===== src/rtl/obufds_ldt_tx.sv =====
// LDT link transmitter: sends a training sequence after reset, then serializes
// handshaked words MSB-first onto complementary data and control pairs.
//
// state   | meaning
// --------+--------------------------------------------------------------
// S_TRAIN | training pattern on the line; counters point at the next bit
// S_IDLE  | no word pending, line idles at O=0 / CTL_O=1
// S_SHIFT | shifting a captured word; r_bit_cnt is the bit now on O
module obufds_ldt_tx #(
   parameter int               WIDTH         = 8,
   parameter int               TRAIN_WORDS   = 4,
   parameter logic [WIDTH-1:0] TRAIN_PATTERN = 8'hA5
) (
   input  logic             CLK,
   input  logic             RST,
   input  logic [WIDTH-1:0] DIN,
   input  logic             CTL_IN,
   input  logic             DIN_VALID,
   output logic             DIN_READY,
   output logic             O,
   output logic             OB,
   output logic             CTL_O,
   output logic             CTL_OB,
   output logic             TRAINING
);

   localparam int             CW        = $clog2(WIDTH);
   localparam logic [CW-1:0]  LAST_BIT  = CW'(WIDTH - 1);
   localparam logic [7:0]     TRAIN_END = 8'(TRAIN_WORDS);

   typedef enum logic [1:0] {S_TRAIN, S_IDLE, S_SHIFT} state_t;

   state_t           r_state, w_state_nxt;
   logic [CW-1:0]    r_bit_cnt, w_bit_cnt_nxt;
   logic [7:0]       r_word_cnt, w_word_cnt_nxt;
   logic [WIDTH-1:0] r_sr, w_sr_nxt;
   logic             r_o, r_ob, r_ctl, r_ctlb, r_training;
   logic             w_o_nxt, w_ctl_nxt, w_ready, w_accept;
   logic [CW-1:0]    w_train_idx;
   logic             w_train_bit;

   assign w_train_idx = LAST_BIT - r_bit_cnt;
   assign w_train_bit = TRAIN_PATTERN[w_train_idx];

   // In TRAIN the counters have already wrapped past the final bit once it is on O.
   assign w_ready  = (r_state == S_IDLE)
                   | ((r_state == S_SHIFT) && (r_bit_cnt == LAST_BIT))
                   | ((r_state == S_TRAIN) && (r_word_cnt == TRAIN_END));
   assign w_accept = w_ready & DIN_VALID;

   always_ff @(posedge CLK or posedge RST) begin
      if (RST) r_state <= S_TRAIN;
      else     r_state <= w_state_nxt;
   end

   always_comb begin
      w_state_nxt    = r_state;
      w_bit_cnt_nxt  = r_bit_cnt;
      w_word_cnt_nxt = r_word_cnt;
      w_sr_nxt       = r_sr;
      w_o_nxt        = r_o;
      w_ctl_nxt      = r_ctl;
      if (w_ready) begin
         w_bit_cnt_nxt  = '0;
         w_word_cnt_nxt = '0;
         if (w_accept) begin
            w_state_nxt = S_SHIFT;
            w_o_nxt     = DIN[WIDTH-1];
            w_ctl_nxt   = CTL_IN;
            w_sr_nxt    = {DIN[WIDTH-2:0], 1'b0};
         end else begin
            w_state_nxt = S_IDLE;
            w_o_nxt     = 1'b0;
            w_ctl_nxt   = 1'b1;
         end
      end else if (r_state == S_TRAIN) begin
         w_o_nxt   = w_train_bit;
         w_ctl_nxt = 1'b0;
         if (r_bit_cnt == LAST_BIT) begin
            w_bit_cnt_nxt  = '0;
            w_word_cnt_nxt = r_word_cnt + 8'd1;
         end else begin
            w_bit_cnt_nxt = r_bit_cnt + CW'(1);
         end
      end else begin
         w_o_nxt       = r_sr[WIDTH-1];
         w_sr_nxt      = {r_sr[WIDTH-2:0], 1'b0};
         w_bit_cnt_nxt = r_bit_cnt + CW'(1);
      end
   end

   // Each side of a pair has its own flop so the pair is complementary even in reset.
   always_ff @(posedge CLK or posedge RST) begin
      if (RST) begin
         r_bit_cnt  <= '0;
         r_word_cnt <= '0;
         r_sr       <= '0;
         r_o        <= 1'b0;
         r_ob       <= 1'b1;
         r_ctl      <= 1'b0;
         r_ctlb     <= 1'b1;
         r_training <= 1'b1;
      end else begin
         r_bit_cnt  <= w_bit_cnt_nxt;
         r_word_cnt <= w_word_cnt_nxt;
         r_sr       <= w_sr_nxt;
         r_o        <= w_o_nxt;
         r_ob       <= ~w_o_nxt;
         r_ctl      <= w_ctl_nxt;
         r_ctlb     <= ~w_ctl_nxt;
         r_training <= (w_state_nxt == S_TRAIN);
      end
   end

   assign DIN_READY = w_ready;
   assign O         = r_o;
   assign OB        = r_ob;
   assign CTL_O     = r_ctl;
   assign CTL_OB    = r_ctlb;
   assign TRAINING  = r_training;

endmodule


===== config.mk =====
export PLATFORM = sky130hd
export DESIGN_NAME = obufds_ldt_tx
export DESIGN_NICKNAME = d
export VERILOG_FILES = /design/src/rtl/obufds_ldt_tx.sv
export SDC_FILE = /design/constraint.sdc
export NUM_CORES = 1
export LEC_CHECK = 0
export BUFFER_PORTS_ARGS = -buffer_cell sky130_fd_sc_hd__buf_4
export CAP_MARGIN = 20
export CORE_MARGIN = 1.5
export CORE_UTILIZATION = 51
export CTS_CLUSTER_SIZE = 20
export DETAILED_ROUTE_END_ITERATION = 8
export GPL_TIMING_DRIVEN = 1
export PLACE_DENSITY = 0.74
export SYNTH_ARGS = -nofsm -noshare
export SYNTH_HDL_FRONTEND = slang
export SYNTH_SLANG_ARGS = --single-unit

===== constraint.sdc =====
create_clock -name CLK -period 1.82 [get_ports CLK]
set_input_delay 0.091 -clock CLK [delete_from_list [all_inputs] [get_ports CLK]]
set_output_delay 0.091 -clock CLK [all_outputs]
set_load 0.05 [all_outputs]

==> results.md <==
- Largest net degree at the start of global routing: 26
- Number of synthesized flops with an enable pin: 0
- Post-synth net total: 151
- Reg clk slew, reported paths: roughly 0.14 ns
- Fin crit share: 101%
- Nets@finish: 184
- Crit start category: flop
- DR pass1 iterations: 4
- Reg2reg end: r_word_cnt[1]
- Hold Fails Final Rpt: 0
- Launch point of the worst reg-to-reg path: r_word_cnt[0]
- IO Count: 18
- Routing usage on met3: under 10%
- Hold path depth: 2
- Vias in the first global route: 1056
- Post-route setup slack: -0.0247 ns
- Worst-case clock buffer depth: 2
- Post-synth top area share: approximately two fifths
- Asr flop ratio synth: 100%
- Critical Path End Type: output pin
- Avg WL per Cell: approximately 16 µm
- Crit-path leading delay family: flip-flops
- DP Area: around 1600 µm²
- Grt met1 use: roughly 29%
- Critical Path AT: between 1.5 and 2 ns
- Core area: 2710 µm²
- Synth Warn #: 0
- Number of buffers added on ports: 17
- Setup CP Type: flop to output pin
- H-tree levels: 1
- Pwr Total: between 2 and 3 mW
- Grt met2 use: approximately 31%
- Top cells by area, synth: dfrtp_1, mux2i_1, dfstp_2
- Worst hold start: DIN[0]
- Crit path cell chain: inv_1, ha_4, nor4b_4, nand3_2, a21oi_4, buf_6, buf_8
- Tmin final: roughly 1.8 ns
- Clk_skew: approximately 0.0036 ns
- Via count: 1129
- Status: finished, violations left
- Total Routed Length: 3260 µm
- Initial antenna violation count: 0
- GRT busiest layer: met2
- GRT Residual Overflow: 0
- Min Hold Slack: roughly 0.020 ns
- Peak Freq: ~540 MHz
- Commonest cells in the netlist: dfrtp_1, nor2_1, inv_1, mux2i_1
- Cell Area, Synth: between 1000 and 1500 µm²
- Top FF cell, synth: dfrtp_1
- Die ar.: about 3100 µm²
- First-pass GRT wire length: approximately 5000 µm
- Failing checks: setup timing
- CTS tree: built
- Root buffer cell: clkbuf_4
- Max-Cap Viols: 0
- CP required: approximately 1.7 ns
- Register area share after synthesis: 43.9%
- Worst Path Max Fanout: 2
- Antenna Cells: 0
- DRT iter0 DRCs: 46
- Worst VDD drop: between 0.001 and 0.0015 V
- Num CTS Buffers: 3
- Leak: about 0.85 nW
- Reg2reg setup slack: 0 ns
- Post-place setup slack: between 0.015 and 0.02 ns
- #FFs+latches synth: 25
- HP Class: input port to flop
- Post-route design area: 1800 µm²
- Slowest cell delay on critical path: about 0.40 ns
- Clock latency on the worst-skew pair: slightly above 0.3 ns
- Routed Antenna Nets: 0
- Cell taking the most area after synthesis: dfrtp_1
- Share of cells above drive strength 1: 40.1%
- Worst Reg-to-Reg Cells: 7
- Pwr dens: 1580 nW/µm²
- DR DRC count: 0
- Worst slew pin tran: roughly 0.36 ns
- Global-route usage over all layers: 20.1%
- Avg Synthesized Cell Area: between 10 and 15 µm²
- Syn Inst Count: between 100 and 150
- Initial Util: 53.0%
- Placed cells: approximately 180
- Synth cell types: 35
- HPWL after DPL: approximately 2100 µm
- FP Rows: 19
- Rel. slew slack: about three quarters
- Area added between synthesis and finish: 25.5%
- Chip Width: ~56 µm
- Final Max Slew Viols: 0
- Vias per std cell: around 5.7
- WP buf/inv: 3
- RSZ-0062 raised after global routing: true
- Most common cell in the synthesized netlist: dfrtp_1
- WHS Endpoint: r_sr[1]
- Finished Layout Cells: 198
- Slowest-stage cell, CP: dfrtp_1
- Critical path depth: 7
- GPL Wtd Cong: 0.808
- Clk sinks: 25
- # setup viols final: 2
- Die height: 56.0 µm
## per-stage QoR
stage	util [%]	setup TNS (ns)
after floorplan	-	0
after global placement	58.8	0
after detailed placement	58.8	0
after CTS	63.1	-0.0275
after global routing	66.4	-0.544
final	66.4	-0.0274
## cell type report
| type | count | area (µm²) |
|---|---|---|
| multi-input cells | 90 | 776 |
| well taps | 31 | 38.8 |
| clock inverters | 1 | 5.00 |
| flip-flops and latches | 25 | 629 |
| repair buffers | 36 | 284 |
| inverters | 12 | 45.0 |
| clock buffers | 3 | 22.5 |
| fillers | 216 | 910 |
## how the worst max path moves through the flow
stage,slack (ns),from,endpoint
2_1_floorplan,0.001,r_bit_cnt[0],O
3_3_place_gp,0.07,r_bit_cnt[0],r_sr[5]
3_5_place_dp,0.02,r_bit_cnt[0],r_sr[6]
4_1_cts,-0.03,r_word_cnt[1],DIN_READY
5_1_grt,-0.13,r_word_cnt[1],DIN_READY
6_report,-0.02,r_word_cnt[0],DIN_READY
## layer usage
layer | up-vias | wire, µm | share of wire [%]
met5 | - | 0 | 0
met4 | 0 | 23 | 0.71
met3 | 4 | 165 | 5.1
met2 | 31 | 1630 | 50
met1 | 552 | 1430 | 44
li1 | 542 | - | -
## timing repair
item / in CTS / in global routing
setup endpoints to repair: 1 / 14
hold endpoints to repair: 22 / 0
pin swaps: 2 / 8
hold buffers: 1 / 0
buffers inserted: 8 / 2
resized for setup: 6 / 14
cloned: 0 / 0
## cells by family after synthesis
family / after synthesis / share of synthesized area [%]
fa+ha+maj: 4 / 3.49
buf+inv: 20 / 7.93
mux: 10 / 7.06
compound gates: 29 / 18.0
xor+xnor: 7 / 4.27
flops: 25 / 43.9
simple gates: 40 / 15.4
## cell usage in the layout (no fill, tap or decap), types with 4 or more instances in the layout
cell,synthesis,routed
buf_4,4,33
dfrtp_1,22,22
nor2_1,16,15
inv_1,12,11
mux2i_1,9,9
o22ai_1,7,7
nand2b_1,7,7
a221oi_2,0,6
xor2_1,5,5
nand4_1,4,4
a22o_1,4,4
a22o_2,4,4
## power by group
| group | internal, mW | total [mW] | switching (mW) |
|---|---|---|---|
| sequential | 0.772 | 0.926 | 0.153 |
| combinational | 0.789 | 1.67 | 0.879 |
| clock | 0.0822 | 0.251 | 0.169 |
## sequential cells by signal, indices dropped and copies added, names as in the netlist
name	cells
CTL_O	1
CTL_OB	1
O	1
OB	1
TRAINING	1
r_bit_cnt	3
r_sr	7
r_state	2
r_word_cnt	8
Power figures use the tool's default switching activity.
